## src/rtl/pipe_pkg.sv

```systemverilog
// Shared pipeline definitions for the 5-stage CPU.
//   DATA_W_DEF / REG_W_DEF : default operand and register-specifier widths
//   alu_op_e               : ALU operation class issued by decode
//   ex_ctrl_t              : control bits carried from ID into EX
//   EX_CTRL_NOP            : bubble value of ex_ctrl_t (writes nothing)
package pipe_pkg;

    localparam int DATA_W_DEF = 32;
    localparam int REG_W_DEF  = 5;

    typedef enum logic [1:0] {
        ALU_ADD   = 2'b00,
        ALU_SUB   = 2'b01,
        ALU_FUNCT = 2'b10,
        ALU_RSVD  = 2'b11
    } alu_op_e;

    typedef struct packed {
        logic    reg_write;
        logic    mem_to_reg;
        logic    mem_read;
        logic    mem_write;
        logic    alu_src;
        logic    reg_dst;
        alu_op_e alu_op;
    } ex_ctrl_t;

    localparam ex_ctrl_t EX_CTRL_NOP = '0;
    localparam int       EX_CTRL_W   = $bits(ex_ctrl_t);

endpackage

```

## src/rtl/pipe_field_reg.sv

```systemverilog
// Generic pipeline field register with hold and clear.
//   clk_i, rst_i : clock, asynchronous active-high reset (q -> 0)
//   en           : load d on the rising edge
//   clr          : load zero on the rising edge; takes priority over en
//   d / q        : field input / registered field
module pipe_field_reg #(
    parameter int W = 1
) (
    input  logic         clk_i,
    input  logic         rst_i,
    input  logic         en,
    input  logic         clr,
    input  logic [W-1:0] d,
    output logic [W-1:0] q
);

    always_ff @(posedge clk_i or posedge rst_i) begin
        if (rst_i) begin
            q <= '0;
        end else if (clr) begin
            q <= '0;
        end else if (en) begin
            q <= d;
        end
    end

endmodule

```

## src/rtl/id_ex_reg.sv

```systemverilog
// ID/EX pipeline register.
// Captures decoded operands, immediate, register specifiers and control bits
// from ID and presents them to EX one cycle later.
//   clk_i, rst_i          : clock, asynchronous active-high reset (all outputs -> 0)
//   stall_i               : hold every stored field
//   flush_i               : load a bubble (all fields 0); wins over stall_i
//   valid_i / valid_o     : real instruction in ID / in EX
//   data1/data2/imm       : operands and sign-extended immediate
//   rs/rt/rd              : register specifiers (feed the forwarding unit)
//   reg_write..alu_op     : EX/MEM/WB control bits
//   bubble_cnt_o          : saturating count of bubbles inserted since reset
module id_ex_reg
    import pipe_pkg::*;
#(
    parameter int DATA_W = DATA_W_DEF,
    parameter int REG_W  = REG_W_DEF,
    parameter int CNT_W  = 16
) (
    input  logic              clk_i,
    input  logic              rst_i,
    input  logic              stall_i,
    input  logic              flush_i,
    input  logic              valid_i,
    input  logic [DATA_W-1:0] data1_i,
    input  logic [DATA_W-1:0] data2_i,
    input  logic [DATA_W-1:0] imm_i,
    input  logic [REG_W-1:0]  rs_i,
    input  logic [REG_W-1:0]  rt_i,
    input  logic [REG_W-1:0]  rd_i,
    input  logic              reg_write_i,
    input  logic              mem_to_reg_i,
    input  logic              mem_read_i,
    input  logic              mem_write_i,
    input  logic              alu_src_i,
    input  logic              reg_dst_i,
    input  logic [1:0]        alu_op_i,
    output logic              valid_o,
    output logic [DATA_W-1:0] data1_o,
    output logic [DATA_W-1:0] data2_o,
    output logic [DATA_W-1:0] imm_o,
    output logic [REG_W-1:0]  rs_o,
    output logic [REG_W-1:0]  rt_o,
    output logic [REG_W-1:0]  rd_o,
    output logic              reg_write_o,
    output logic              mem_to_reg_o,
    output logic              mem_read_o,
    output logic              mem_write_o,
    output logic              alu_src_o,
    output logic              reg_dst_o,
    output logic [1:0]        alu_op_o,
    output logic [CNT_W-1:0]  bubble_cnt_o
);

    function automatic logic [CNT_W-1:0] sat_inc(input logic [CNT_W-1:0] v);
        return (&v) ? v : v + CNT_W'(1);
    endfunction

    logic                load_en;
    ex_ctrl_t            ctrl_p0;
    ex_ctrl_t            ctrl_p1;
    logic [CNT_W-1:0]    bubble_cnt_p1;

    // ID side: bundle control bits; a stall simply withholds the load.
    assign load_en = ~stall_i;

    always_comb begin
        ctrl_p0            = EX_CTRL_NOP;
        ctrl_p0.reg_write  = reg_write_i;
        ctrl_p0.mem_to_reg = mem_to_reg_i;
        ctrl_p0.mem_read   = mem_read_i;
        ctrl_p0.mem_write  = mem_write_i;
        ctrl_p0.alu_src    = alu_src_i;
        ctrl_p0.reg_dst    = reg_dst_i;
        ctrl_p0.alu_op     = alu_op_e'(alu_op_i);
    end

    // ID -> EX boundary: one register per field group, flush clears over stall.
    pipe_field_reg #(.W(3 * DATA_W)) u_operands (
        .clk_i (clk_i),
        .rst_i (rst_i),
        .en    (load_en),
        .clr   (flush_i),
        .d     ({data1_i, data2_i, imm_i}),
        .q     ({data1_o, data2_o, imm_o})
    );

    pipe_field_reg #(.W(3 * REG_W)) u_specifiers (
        .clk_i (clk_i),
        .rst_i (rst_i),
        .en    (load_en),
        .clr   (flush_i),
        .d     ({rs_i, rt_i, rd_i}),
        .q     ({rs_o, rt_o, rd_o})
    );

    pipe_field_reg #(.W(EX_CTRL_W)) u_control (
        .clk_i (clk_i),
        .rst_i (rst_i),
        .en    (load_en),
        .clr   (flush_i),
        .d     (ctrl_p0),
        .q     (ctrl_p1)
    );

    pipe_field_reg #(.W(1)) u_valid (
        .clk_i (clk_i),
        .rst_i (rst_i),
        .en    (load_en),
        .clr   (flush_i),
        .d     (valid_i),
        .q     (valid_o)
    );

    always_ff @(posedge clk_i or posedge rst_i) begin
        if (rst_i) begin
            bubble_cnt_p1 <= '0;
        end else if (flush_i) begin
            bubble_cnt_p1 <= sat_inc(bubble_cnt_p1);
        end
    end

    // EX side: unbundle registered control.
    assign reg_write_o  = ctrl_p1.reg_write;
    assign mem_to_reg_o = ctrl_p1.mem_to_reg;
    assign mem_read_o   = ctrl_p1.mem_read;
    assign mem_write_o  = ctrl_p1.mem_write;
    assign alu_src_o    = ctrl_p1.alu_src;
    assign reg_dst_o    = ctrl_p1.reg_dst;
    assign alu_op_o     = ctrl_p1.alu_op;
    assign bubble_cnt_o = bubble_cnt_p1;

endmodule

```

## config.mk

```make
export PLATFORM = sky130hd
export DESIGN_NAME = id_ex_reg
export DESIGN_NICKNAME = d
export VERILOG_FILES = /design/src/rtl/pipe_pkg.sv /design/src/rtl/pipe_field_reg.sv /design/src/rtl/id_ex_reg.sv
export SDC_FILE = /design/constraint.sdc
export NUM_CORES = 1
export LEC_CHECK = 0
export BUFFER_PORTS_ARGS = -buffer_cell sky130_fd_sc_hd__buf_2
export CORE_ASPECT_RATIO = 0.9
export CORE_MARGIN = 1.5
export CORE_UTILIZATION = 39
export DETAILED_ROUTE_END_ITERATION = 8
export HOLD_SLACK_MARGIN = 0.1
export PLACE_DENSITY = 0.71
export SLEW_MARGIN = 20
export SYNTH_ARGS = -nofsm -noshare
export SYNTH_HDL_FRONTEND = slang
export SYNTH_SLANG_ARGS = --single-unit
```

## constraint.sdc

```tcl
create_clock -name clk_i -period 3.63 [get_ports clk_i]
set_input_delay 0.1815 -clock clk_i [delete_from_list [all_inputs] [get_ports clk_i]]
set_output_delay 0.1815 -clock clk_i [all_outputs]
set_load 0.02 [all_outputs]
```

* Yosys cells after proc, flatten, opt, wreduce, memory -nomap -nowiden
Cells that the tools add are included.
Word-level totals: logic and storage cells 18, input port bits 124, bits in registers 136, output and inout port bits 136
Operators by class: reduce and logical (&&, ||, !) cells 2, mux-type cells 8, bitwise gates (word level) 1, equality and inequality tests 1, add/subtract/negate cells 1
Operators by type and width (count):
- $mux 96 | 2
- $mux 15 | 2
- $add 16x1->16 const B | 1
- $mux 8 | 2
- $reduce_and 16->1 | 1
- $mux 1 | 2
- $ne 2x1->1 const B | 1
- $reduce_and 2->1 | 1
- $not 1->1 | 1

* Logic depth before layout (Yosys ltp)
depth in word-level cells 3, gate-level depth with buffers 5, depth with buffers taken out 5

* Modules after synthesis
Synthesis repeated with hierarchy kept, for this count alone.
Second synthesis, totals: cell total of the unflattened synthesis 467, area total of the unflattened synthesis 5705.5 µm²
By module, submodules not included:
- pipe_field_reg at u_operands | cells an instance 311, instances 1, sequential area each 2402.3 µm², area an instance 3913.8 µm²
- id_ex_reg | cells an instance 76, instances 1, sequential area each 400.4 µm², area an instance 799.5 µm²
- pipe_field_reg at u_specifiers | cells an instance 49, instances 1, sequential area each 375.4 µm², area an instance 620.6 µm²
- pipe_field_reg at u_control | cells an instance 27, instances 1, sequential area each 200.2 µm², area an instance 329.1 µm²
- pipe_field_reg at u_valid | cells an instance 4, instances 1, sequential area each 25.0 µm², area an instance 42.5 µm²

* Worst setup path before layout
OpenSTA, ideal clock, no wires.
path kind reg-to-reg, start point register bubble_cnt_p1[0] (netlist: bubble_cnt_o[0]), end point register bubble_cnt_p1[1] (netlist: bubble_cnt_o[1]), library setup time 0.128 ns, arrival time 1.568 ns, cell stages (with the launch flop) 5, buffers on the path 0, data required time 3.502 ns, slack 1.934 ns, period minus slack after synthesis 1.696 ns, path through dfrtp_1 ha_1 nand3_1 o41ai_4 mux2_1
Between the ends: word-level cells in the longest chain between the ends 3, elaborated cells between the ends (all ways) 4, classes of those cells 1 x add/sub; 1 x bitwise; 2 x reduce/logical
RTL lines:
- start: declaration | RTL line id_ex_reg.sv:61 | logic [CNT_W-1:0] bubble_cnt_p1;
- start signal: assignment | RTL line id_ex_reg.sv:118 | bubble_cnt_p1 <= sat_inc(bubble_cnt_p1);
- parallel branches: the longest is 3 deep, another holds $add 16x1->16
Several ways; the timed one is not identified. A chain may end at the register's enable or synchronous reset.

* Worst setup path after layout
Same ends and word-level chain as after synthesis.

==> flow_metrics.py <==
metrics = {
    "clock_tree": {
        "path_clk_slew_ps": 50,
        "tritoncts": "yes",
        "insertion_delay_ps": 400,
        "cts_sinks": 136,
        "cts_made_buffers": 17,
        "clockBufferDepth": 2,
        "root_buffer": "clkbuf_16",
        "cts_htree_levels": 4,
    },
    "final_layout": {
        "area_growth_pct": 57.53,
        "drive_gt1_frac": 0.3478,
        "fillCellCount": 1069,
        "final_cells": 1044,
        "fin_nets": 964,
        "antenna_cells": 0,
    },
    "critical_path": {
        "start_kind": "flip-flop",
        "r2r-end": "bubble_cnt_o[1]",
        "worstSetupPathType": "flip-flop to flip-flop",
        "end_kind": "flip-flop",
        "arrival_ps": 2020,
        "r2r_cells": 4,
        "cp_max_fo": 5,
        "worstPathRequired_ps": 3910,
        "reg2reg_from": "bubble_cnt_o[0]",
        "r2r_slack_ps": 1890,
    },
    "floorplan": {
        "ioPinCount": 260,
        "start_util": 0.3999,
        "die_h_um": 116.7,
        "core_area_um2": 14000,
        "die_w_um": 129.3,
        "rows": 41,
        "dieArea_um2": 15090,
    },
    "route": {
        "dr.first_iter.drc_count": 243,
        "vias": 4855,
        "met1_length_um": 6215,
        "viasPerCell": 4.650,
        "top_layer_used": "met4",
        "wl_met3_um": 817,
        "dr.pass1.iters": 4,
        "routedWlPerCell_um": 14.86,
        "routed_wl_um": 15510,
        "drtAntennaViolNets": 0,
        "wl_met2_um": 8029,
        "drc": 0,
    },
    "placement": {
        "dp_cells": 892,
        "place.detailed.hpwl_um": 9209,
        "gp_congestion": 0.7524,
        "port_buffers": 259,
    },
    "grt": {
        "grt_pass1_wl_um": 23530,
        "grt_pass1_vias": 4975,
        "grt_antenna_before_repair": 0,
        "grt_start_max_net_pins": 81,
        "overflow": 0,
        "grtUsageTotal": 0.2015,
    },
    "yosys": {
        "muxShareOfSynthArea": 0.2203,
        "avgSynthCellArea_um2": 12.07,
        "synth-xor-area-share": 0.01408,
        "ys_seq_area_frac": 0.6077,
        "synth_compound_area_frac": 0.01363,
        "syn_inst": 464,
        "synth_edf_count": 0,
        "synth.distinct_cells": 25,
        "yosys_most_used_dff": "dfrtp_1",
        "synthAdderAreaFrac": 0.002234,
        "syn-num-nets": 589,
        "yosysWarningCount": 0,
        "synth_top_family_by_area": "multiplexers",
        "yosys.area_share.simple": 0.1197,
        "syn_area_um2": 5600,
        "ys_ff_latch": 136,
        "async_flop_share": 1.000,
    },
    "timing": {
        "maxSlewViolCount": 0,
        "finalCriticalPeriod_ps": 1740,
        "clock.fmax_mhz": 574.9,
        "fin_crit_sh": 0.4792,
        "setup_viol": 0,
        "timing.hold.ws_ps": 324.0,
        "tns_ps": 0,
        "clock_skew_ps": 3.403,
        "relSlewSlack": 0.5208,
        "worst_pin_slew_ps": 718.8,
        "rsz0062_at_grt": "false",
        "hold_viol": 0,
    },
    "power": {
        "design_power_total_w": 0.004012,
        "p_per_area_nw_per_um2": 454.8,
        "leakage_nw": 4.892,
        "vdd_drop_max_mv": 0.3215,
    },
    "worst_hold_path": {
        "holdPathEnd": "u_operands.q[20]",
        "min-delay-start": "flush_i",
        "min_path_cells": 2,
        "hold_path.class": "input pin to flip-flop",
    },
    "status": {
        "status": "finished, final reports clean",
    },
    "run": {
        "drv_cap": 0,
    },
}
-- registers in the layout (all words and copies together) (netlist names) --
signal	count
u_operands.q	96
bubble_cnt_o	16
u_specifiers.q	15
u_control.q	8
u_valid.q	1
-- metal layers --
layer / track usage / up-vias
li1: - / 2315
met4: 0.09963 / 0
met3: 0.04627 / 37
met1: 0.2259 / 2321
met5: 0 / -
met2: 0.3628 / 182
-- worst max-delay path, stage by stage (launching register included) --
cell	delay, ps
dfrtp_1	420
ha_1	250
nand3_1	200
o41ai_4	380
mux2_1	370
-- cells by family (layout without fill, tap and decap cells) --
family          Yosys count  after routing
simple gates            156            156
flops                   136            136
xor+xnor                  9              9
fa+ha+maj                 1              1
buf+inv                  29            416
mux                     123            123
compound gates           10             10
-- placed cells by master (no fill, tap or decap), types with 5 or more instances in the layout --
cell type,instances
buf_2,257
clkbuf_16,17
clkinv_2,5
dfrtp_1,136
dlygate4sd3_1,121
mux2i_1,121
nand2_1,6
nand4_1,6
nor2_1,127
xor2_1,7
-- power by group --
| group | switching (W) | internal (W) | total (W) | leakage (nW) |
|---|---|---|---|---|
| clock | 0.000598 | 0.000935 | 0.00153 | 0.261 |
| sequential | 0.000106 | 0.00163 | 0.00174 | 1.80 |
| combinational | 0.000410 | 0.000332 | 0.000741 | 2.83 |
| total | 0.00111 | 0.00290 | 0.00401 | 4.89 |
-- Yosys cell counts, types with 3 or more instances --
cell | n | share of area
and3_1 | 4 | 0.0045
nor3_1 | 3 | 0.0027
nor2_1 | 127 | 0.085
nand4_1 | 6 | 0.0067
mux2i_1 | 121 | 0.22
nand2_1 | 6 | 0.0040
dfrtp_1 | 136 | 0.61
buf_2 | 13 | 0.012
nand3_1 | 4 | 0.0036
buf_1 | 3 | 0.0020
xor2_1 | 7 | 0.011
o21ai_0 | 4 | 0.0036
a21oi_1 | 3 | 0.0027
clkbuf_1 | 12 | 0.0080
-- worst max-delay path by stage --
stage | start | to | slack, ps | cells after the start
4_1_cts | bubble_cnt_o[1] | bubble_cnt_o[1] | 1900 | 4
6_report | bubble_cnt_o[0] | bubble_cnt_o[1] | 1890 | 4
5_1_grt | bubble_cnt_o[1] | bubble_cnt_o[1] | 1740 | 4
3_5_place_dp | flush_i | bubble_cnt_o[15] | 1870 | 4
2_1_floorplan | rst_i | bubble_cnt_o[0] | 1760 | 1
3_3_place_gp | flush_i | u_operands.q[9] | 1970 | 3
-- through the flow --
stage | area [um^2] | setup slack (ps) | util
global route | 8822 | 1742 | 0.6299
floorplan | 5604 | 1755 | -
finish | 8822 | 1890 | 0.6299
detailed placement | 7072 | 1871 | 0.5050
global placement | 7072 | 1975 | 0.5050
CTS | 8818 | 1896 | 0.6297
-- layout make-up --
class,instances,area (um^2),area share
tap,193,241.5,0.02737
sequential,136,3403,0.3858
inverter,1,7.507,0.0008509
multi-input combinational,299,2072,0.2349
clock buffer,23,488.0,0.05531
timing repair buffer,384,2562,0.2905
clock inverter,8,47.55,0.005389
-- what timing repair did --
action,CTS,global route
buffers inserted,0,0
gates resized for setup,0,0
hold buffers,121,0
hold endpoints to repair,176,0
No activity file was read; power rests on OpenSTA's default activity.
